### src/rtl/cache_writeback_buffer.sv
// cache_writeback_buffer
//   Buffers dirty victim lines and drains each one to the bus as a burst of
//   BEATLEN-wide beats. Storage is a DEPTH-entry circular FIFO. Each occupied
//   entry can be snooped by line address so the fill path does not refetch a
//   line before its writeback has finished.
//   Optional feature macro: WBBUF_FORWARD_EN. When it is defined, o_snoop_line
//   carries the youngest matching buffered line. When it is not defined,
//   o_snoop_line is tied to zero.
//
//   state   | meaning
//   --------+-----------------------------------------------------------
//   S_IDLE  | buffer empty, no beat offered to the bus
//   S_BURST | head entry being drained, one beat offered per cycle
module cache_writeback_buffer #(
   parameter int LINELEN = 512,
   parameter int BEATLEN = 64,
   parameter int PALEN   = 56,
   parameter int DEPTH   = 2
) (
   input  logic               i_clk,
   input  logic               i_reset_n,
   input  logic               i_evict_valid,
   output logic               o_evict_ready,
   input  logic [PALEN-1:0]   i_evict_adr,
   input  logic [LINELEN-1:0] i_evict_line,
   output logic               o_bus_valid,
   input  logic               i_bus_ready,
   output logic [PALEN-1:0]   o_bus_adr,
   output logic [BEATLEN-1:0] o_bus_data,
   output logic               o_bus_last,
   input  logic [PALEN-1:0]   i_snoop_adr,
   output logic               o_snoop_hit,
   output logic [LINELEN-1:0] o_snoop_line
);

   localparam int BEATS   = LINELEN / BEATLEN;
   localparam int LINEOFF = $clog2(LINELEN / 8);
   localparam int TAGW    = PALEN - LINEOFF;
   localparam int BCW     = (BEATS > 1) ? $clog2(BEATS) : 1;
   localparam int PW      = (DEPTH > 1) ? $clog2(DEPTH) : 1;
   localparam int CW      = $clog2(DEPTH + 1);

   localparam logic [BCW-1:0] LAST_BEAT = BCW'(BEATS - 1);
   localparam logic [CW-1:0]  FULL_CNT  = CW'(DEPTH);
   localparam logic [PW-1:0]  LAST_PTR  = PW'(DEPTH - 1);

   typedef enum logic {S_IDLE, S_BURST} state_t;

   state_t             r_state;
   state_t             w_state_nxt;

   logic [TAGW-1:0]    r_tag  [DEPTH];
   logic [LINELEN-1:0] r_line [DEPTH];
   logic [DEPTH-1:0]   r_vld;
   logic [PW-1:0]      r_wr_ptr;
   logic [PW-1:0]      r_rd_ptr;
   logic [CW-1:0]      r_count;
   logic [BCW-1:0]     r_beat_cnt;

   logic               w_enq;
   logic               w_beat_acc;
   logic               w_last_acc;
   logic [CW-1:0]      w_count_nxt;
   logic [TAGW-1:0]    w_snoop_tag;
   logic [LINELEN-1:0] w_head_line;
   logic [PALEN-1:0]   w_beat_off;
   logic               w_unused_lowbits;

   // The low address bits select a byte within the line, so the buffer never uses them.
   assign w_unused_lowbits = ^{i_evict_adr[LINEOFF-1:0], i_snoop_adr[LINEOFF-1:0]};

   // The buffer is only ready when it has a free slot. A slot freed by the
   // current last beat becomes usable in the next cycle, not this one.
   assign o_evict_ready = (r_count != FULL_CNT);
   assign w_enq         = i_evict_valid & o_evict_ready;
   assign w_beat_acc    = o_bus_valid & i_bus_ready;
   assign w_last_acc    = w_beat_acc & (r_beat_cnt == LAST_BEAT);
   assign w_snoop_tag   = i_snoop_adr[PALEN-1:LINEOFF];
   assign w_head_line   = r_line[r_rd_ptr];
   assign w_beat_off    = PALEN'(r_beat_cnt) * PALEN'(BEATLEN / 8);

   function automatic logic [PW-1:0] ptr_inc(input logic [PW-1:0] p);
      return (p == LAST_PTR) ? '0 : p + 1'b1;
   endfunction

   // Occupancy after this cycle's enqueue and dequeue.
   always_comb begin
      w_count_nxt = r_count;
      case ({w_enq, w_last_acc})
         2'b10:   w_count_nxt = r_count + 1'b1;
         2'b01:   w_count_nxt = r_count - 1'b1;
         default: w_count_nxt = r_count;
      endcase
   end

   // Line storage is written on enqueue only. It has no reset because the valid bits mark which entries are live.
   always_ff @(posedge i_clk) begin
      if (w_enq) begin
         r_tag[r_wr_ptr]  <= i_evict_adr[PALEN-1:LINEOFF];
         r_line[r_wr_ptr] <= i_evict_line;
      end
   end

   // Pointers, occupancy, per-entry valid bits and the beat counter.
   always_ff @(posedge i_clk) begin
      if (!i_reset_n) begin
         r_vld      <= '0;
         r_wr_ptr   <= '0;
         r_rd_ptr   <= '0;
         r_count    <= '0;
         r_beat_cnt <= '0;
      end else begin
         if (w_enq) begin
            r_vld[r_wr_ptr] <= 1'b1;
            r_wr_ptr        <= ptr_inc(r_wr_ptr);
         end
         if (w_last_acc) begin
            r_vld[r_rd_ptr] <= 1'b0;
            r_rd_ptr        <= ptr_inc(r_rd_ptr);
         end
         if (w_beat_acc) begin
            r_beat_cnt <= (r_beat_cnt == LAST_BEAT) ? '0 : r_beat_cnt + 1'b1;
         end
         r_count <= w_count_nxt;
      end
   end

   // Drain FSM state register.
   always_ff @(posedge i_clk) begin
      if (!i_reset_n) begin
         r_state <= S_IDLE;
      end else begin
         r_state <= w_state_nxt;
      end
   end

   // Drain FSM next state. A queued line starts its burst in the cycle after it is accepted, with no gap between back-to-back lines.
   always_comb begin
      w_state_nxt = r_state;
      case (r_state)
         S_IDLE:  if (w_count_nxt != '0) w_state_nxt = S_BURST;
         S_BURST: if (w_last_acc && (w_count_nxt == '0)) w_state_nxt = S_IDLE;
         default: w_state_nxt = S_IDLE;
      endcase
   end

   // Drain FSM outputs. The beat is selected by the counter, so it stays stable while the bus stalls.
   always_comb begin
      o_bus_valid = 1'b0;
      o_bus_last  = 1'b0;
      o_bus_adr   = {r_tag[r_rd_ptr], {LINEOFF{1'b0}}} + w_beat_off;
      o_bus_data  = w_head_line[r_beat_cnt*BEATLEN +: BEATLEN];
      if (r_state == S_BURST) begin
         o_bus_valid = 1'b1;
         o_bus_last  = (r_beat_cnt == LAST_BEAT);
      end
   end

   // Snoop compare against every live entry. The scan runs from oldest to youngest, so the youngest match wins.
   always_comb begin
      o_snoop_hit  = 1'b0;
      o_snoop_line = '0;
      for (int k = 0; k < DEPTH; k++) begin
         if (r_vld[(int'(r_rd_ptr) + k) % DEPTH] &&
             (r_tag[(int'(r_rd_ptr) + k) % DEPTH] == w_snoop_tag)) begin
            o_snoop_hit  = 1'b1;
`ifdef WBBUF_FORWARD_EN
            o_snoop_line = r_line[(int'(r_rd_ptr) + k) % DEPTH];
`else
            o_snoop_line = '0;
`endif
         end
      end
   end

endmodule

### config.mk
export PLATFORM = sky130hd
export DESIGN_NAME = cache_writeback_buffer
export DESIGN_NICKNAME = d
export VERILOG_FILES = /design/src/rtl/cache_writeback_buffer.sv
export SDC_FILE = /design/constraint.sdc
export NUM_CORES = 1
export LEC_CHECK = 0
export ABC_AREA = 1
export BUFFER_PORTS_ARGS = -buffer_cell sky130_fd_sc_hd__buf_2
export CAP_MARGIN = 20
export CELL_PAD_IN_SITES_DETAIL_PLACEMENT = 0
export CELL_PAD_IN_SITES_GLOBAL_PLACEMENT = 1
export CORE_AREA = 2 2 489 491
export DETAILED_ROUTE_END_ITERATION = 16
export DIE_AREA = 0 0 491 493
export PLACE_DENSITY = 0.49
export SLEW_MARGIN = 30
export SYNTH_ARGS = -nofsm -noshare
export SYNTH_HDL_FRONTEND = slang
export SYNTH_SLANG_ARGS = --single-unit
### constraint.sdc
create_clock -name i_clk -period 54.2 [get_ports i_clk]
set_input_delay 2.71 -clock i_clk [delete_from_list [all_inputs] [get_ports i_clk]]
set_output_delay 2.71 -clock i_clk [all_outputs]
set_load 0.01 [all_outputs]
==> qor.json <==
{
  "run_status": {
    "result_of_the_run": "completed"
  },
  "floorplanning": {
    "start_util_pct": 21.2,
    "die-height_um": 493,
    "floorplan.io_pins": 1264,
    "rows": 179,
    "fp.coreArea_um2": 237000,
    "fp.dieW_um": 491,
    "fp.dieArea_um2": 242000
  },
  "timing": {
    "share_of_the_clock_period_used_by_the_worst_path_after_layout_pct": 14.8,
    "final.min_clock_period_ps": 8030,
    "grt_setup_unrepaired": "false",
    "timing.final.hold_violations": 0,
    "slew_headroom_pct": 34.0,
    "max_freq_mhz": 124,
    "slew_viol_final": 0,
    "fin_skew_ps": 50.6,
    "setup-violations-final": 0,
    "worst_slew_pin_slew_ps": 991,
    "setup_total_negative_slack_ps": 0
  },
  "setup_path": {
    "crit_fanout": 115,
    "timing.critical_path.slowest_cell_delay_ps": 730,
    "cp_slowest_cell": "sky130_fd_sc_hd__buf_4",
    "timing.critical_path.required_ps": 51490,
    "worst_setup_path_end_kind": "output port",
    "crit_top_cell": "sky130_fd_sc_hd__buf_4",
    "timing.rr.end": "r_line[1][361]",
    "worst-path-stages": 9,
    "r2r-start": "r_count[0]",
    "worst_case_register_to_register_setup_slack_ps": 49420,
    "worstSetupPathType": "register to output port",
    "critical_path.top_delay_family": "buffers and inverters",
    "critical_path_arrival_ps": 5320,
    "worst_setup_path_endpoint": "o_bus_data[21]",
    "path_buf_inv": 5,
    "timing.critical_path.cells": "buf_12 > buf_16 > buf_4 > buf_4 > o21ai_0 > o221ai_1 > nand3_1 > nand2_1 > buf_2",
    "worst_setup_path_start_kind": "register",
    "ff2ff_path_depth": 8
  },
  "synthesis": {
    "synthTopCellsByArea": "sky130_fd_sc_hd__edfxtp_1 67%, sky130_fd_sc_hd__buf_4 8.0%, sky130_fd_sc_hd__nand2_1 4.2%",
    "syn-cell-area_um2": 50300,
    "syn-instance-count": 4016,
    "count_of_distinct_cell_types_in_the_synthesized_netlist": 32,
    "ys_warn_count": 0,
    "seq_area_frac_synth_pct": 67.5,
    "post-synth-top-area-cell": "sky130_fd_sc_hd__edfxtp_1",
    "synth_top_area_share_pct": 67.1,
    "number_of_synthesized_register_bits": 1135,
    "synth_area_per_cell_um2": 12.5
  },
  "grt": {
    "grt_max_degree": 161,
    "global_route_wire_length_before_repair_um": 240000,
    "global_route.usage.total_pct": 14.0,
    "first_global_vias": 31000,
    "grt.overflow.total": 0,
    "grt_antenna_before_repair": 205
  },
  "route": {
    "drt_drc_violations_left": 0,
    "drtIter0Drc": 2045,
    "number_of_nets_with_antenna_violations_after_routing": 0,
    "detail_route.wl_per_cell_um": 21.9,
    "drt-vias-per-instance": 4.02,
    "detailroute.via_count": 32400,
    "firstDrtPassIters": 5,
    "routed_wl_um": 177000
  },
  "layout": {
    "drive_gt1_share_pct": 20.7,
    "area_growth_syn_to_layout_pct": 19.5,
    "final_cell_count_no_fill": 8054,
    "nNetsFinal": 5365
  },
  "pwr": {
    "finalPower_mw": 2.20,
    "net_switching_power_mw": 0.577,
    "p_sw_share_pct": 26.2,
    "leakagePower_nw": 22.0,
    "clkPwrFrac_pct": 41.4,
    "powerDensity_nw_per_um2": 36.6,
    "ir_worst_vdd_mv": 0.0230,
    "seqPwrFrac_pct": 47.9,
    "internal_power_mw": 1.62,
    "comb_power_share_pct": 10.6
  },
  "placed_design": {
    "globalplace.congestion": 0.822,
    "dp.cells": 7754,
    "place.port_buffers": 736,
    "dp_hpwl_um": 123000
  },
  "cts": {
    "clock_tree_from_tritoncts": "done",
    "cts_setup_buffers": 0,
    "numCtsBuffers": 141,
    "h-tree-depth": 4,
    "cts.hold.buffers_added": 0,
    "clk_transition_reported_paths_ps": 40,
    "ctsLongestPathBuffers": 3,
    "worstSkewPairLatency_ps": 820,
    "cts.sink_count": 1135,
    "clock_tree.root_cell": "sky130_fd_sc_hd__clkbuf_16",
    "cts-resized-gates": 0
  },
  "job": {
    "maxCapViolations": 0
  },
  "worst_hold_path": {
    "hp-class": "register to register"
  }
}
metrics by stage:
step / setup slack (ps) / utilization (%) / area [um2] / hold slack, ps
after CTS: 45920 / 25.3 / 59900 / 501
after floorplan: 26530 / - / 52200 / 464
final: 46170 / 25.4 / 60100 / 503
after global placement: 46420 / 23.4 / 55400 / 489
after detailed placement: 46780 / 23.4 / 55400 / 491
after global routing: 45800 / 25.3 / 60100 / 551
cell type report:
class                      instances  area, um2
multi-input combinational       2570      12900
fill                           24900     177000
clock inverter                    79        851
clock buffer                     177       3660
tap                             3167       3960
inverter                          95        378
sequential                      1135      34000
antenna                           40        100
timing repair buffer             791       4260
registers in the layout, summed over array words and instances, names as in the netlist, named ones only:
name	flops
r_line	1024
r_tag	100
r_beat_cnt	3
r_count	2
r_vld	2
r_rd_ptr	1
r_state	1
r_wr_ptr	1
tightest hold or removal path, stage by stage (launching register included):
cell                      delay (ps)
sky130_fd_sc_hd__dfxtp_1         320
sky130_fd_sc_hd__nor2_1          100
sky130_fd_sc_hd__nor2_1           40
cell families (layout without fill, tap and decap cells):
logic type | count (synthesis) | in the layout | share of synthesized area (%)
mux | 192 | 192 | 3.82
xor+xnor | 7 | 7 | 0.122
simple gates | 1179 | 1179 | 9.27
flops | 1135 | 1135 | 67.5
other cells | 1 | 555 | 0.00745
compound gates | 674 | 674 | 8.52
fa+ha+maj | 3 | 3 | 0.0746
buf+inv | 825 | 1142 | 10.7
worst min path at each step:
stage | endpoint | slack, ps | depth (start not counted) | from
2_1_floorplan | r_vld[1] | 460 | 2 | r_vld[1]
3_3_place_gp | r_vld[1] | 490 | 2 | r_vld[1]
3_5_place_dp | r_vld[1] | 490 | 2 | r_vld[1]
4_1_cts | r_vld[1] | 500 | 2 | r_vld[1]
5_1_grt | r_vld[1] | 550 | 2 | r_vld[1]
6_report | r_vld[1] | 500 | 2 | r_vld[1]
synth_stat cells:
library cell and number:
sky130_fd_sc_hd__inv_6 1, sky130_fd_sc_hd__nand3b_1 1, sky130_fd_sc_hd__o21ai_2 1, sky130_fd_sc_hd__o21ai_1 1, sky130_fd_sc_hd__nand2_1 559, sky130_fd_sc_hd__buf_8 6, sky130_fd_sc_hd__nand4_1 3, sky130_fd_sc_hd__nor2_1 446
sky130_fd_sc_hd__a31oi_1 1, sky130_fd_sc_hd__buf_4 538, sky130_fd_sc_hd__mux2i_1 192, sky130_fd_sc_hd__nor3_1 2, sky130_fd_sc_hd__o21ai_0 336, sky130_fd_sc_hd__ha_1 3, sky130_fd_sc_hd__nand2_2 9, sky130_fd_sc_hd__inv_2 1
sky130_fd_sc_hd__dfxtp_1 11, sky130_fd_sc_hd__buf_6 15, sky130_fd_sc_hd__o221ai_1 128, sky130_fd_sc_hd__clkbuf_1 109, sky130_fd_sc_hd__o22ai_1 64, sky130_fd_sc_hd__or2_2 1, sky130_fd_sc_hd__o211ai_2 2, sky130_fd_sc_hd__edfxtp_1 1124
sky130_fd_sc_hd__xor2_1 7, sky130_fd_sc_hd__buf_2 47, sky130_fd_sc_hd__nand3_1 158, sky130_fd_sc_hd__buf_1 15, sky130_fd_sc_hd__conb_1 1, sky130_fd_sc_hd__a21oi_1 8, sky130_fd_sc_hd__inv_1 93, sky130_fd_sc_hd__o211ai_1 133
power groups by stage:
stage               registers, mW  clock network, mW  logic, mW
floorplan                    1.13                  0      0.145
finish                       1.05              0.911      0.234
global placement             1.07                  0      0.241
global route                 1.06              0.977      0.261
detailed placement           1.07                  0      0.243
CTS                          1.06              0.944      0.243
per-layer routing:
layer | global-route usage [%] | wire length [um] | vias up | share of wire (%)
li1 | - | - | 15000 | -
met1 | 14.5 | 63000 | 15500 | 36
met2 | 25.2 | 90400 | 1195 | 51
met3 | 6.27 | 16600 | 492 | 9.4
met4 | 4.16 | 5360 | 190 | 3.0
met5 | 0 | 1160 | - | 0.65
placed cells by master (no fill, tap or decap), types with 5 or more instances in the layout:
cell	instances
sky130_fd_sc_hd__edfxtp_1	1124
sky130_fd_sc_hd__nand3_1	158
sky130_fd_sc_hd__inv_1	91
sky130_fd_sc_hd__o221ai_1	128
sky130_fd_sc_hd__o22ai_1	64
sky130_fd_sc_hd__nand2_1	559
sky130_fd_sc_hd__buf_6	5
sky130_fd_sc_hd__buf_12	7
sky130_fd_sc_hd__nand2_2	9
sky130_fd_sc_hd__clkbuf_16	141
sky130_fd_sc_hd__mux2i_1	192
sky130_fd_sc_hd__buf_4	40
sky130_fd_sc_hd__o211ai_1	133
sky130_fd_sc_hd__buf_2	736
sky130_fd_sc_hd__clkinv_2	16
sky130_fd_sc_hd__xor2_1	7
sky130_fd_sc_hd__nor2_1	444
sky130_fd_sc_hd__dfxtp_1	6
sky130_fd_sc_hd__diode_2	40
sky130_fd_sc_hd__a21oi_1	8
sky130_fd_sc_hd__clkinv_16	9
sky130_fd_sc_hd__clkinv_1	33
sky130_fd_sc_hd__conb_1	515
sky130_fd_sc_hd__bufinv_16	7
sky130_fd_sc_hd__clkbuf_1	36
sky130_fd_sc_hd__o21ai_0	336
No activity file was read; power rests on OpenSTA's default activity.
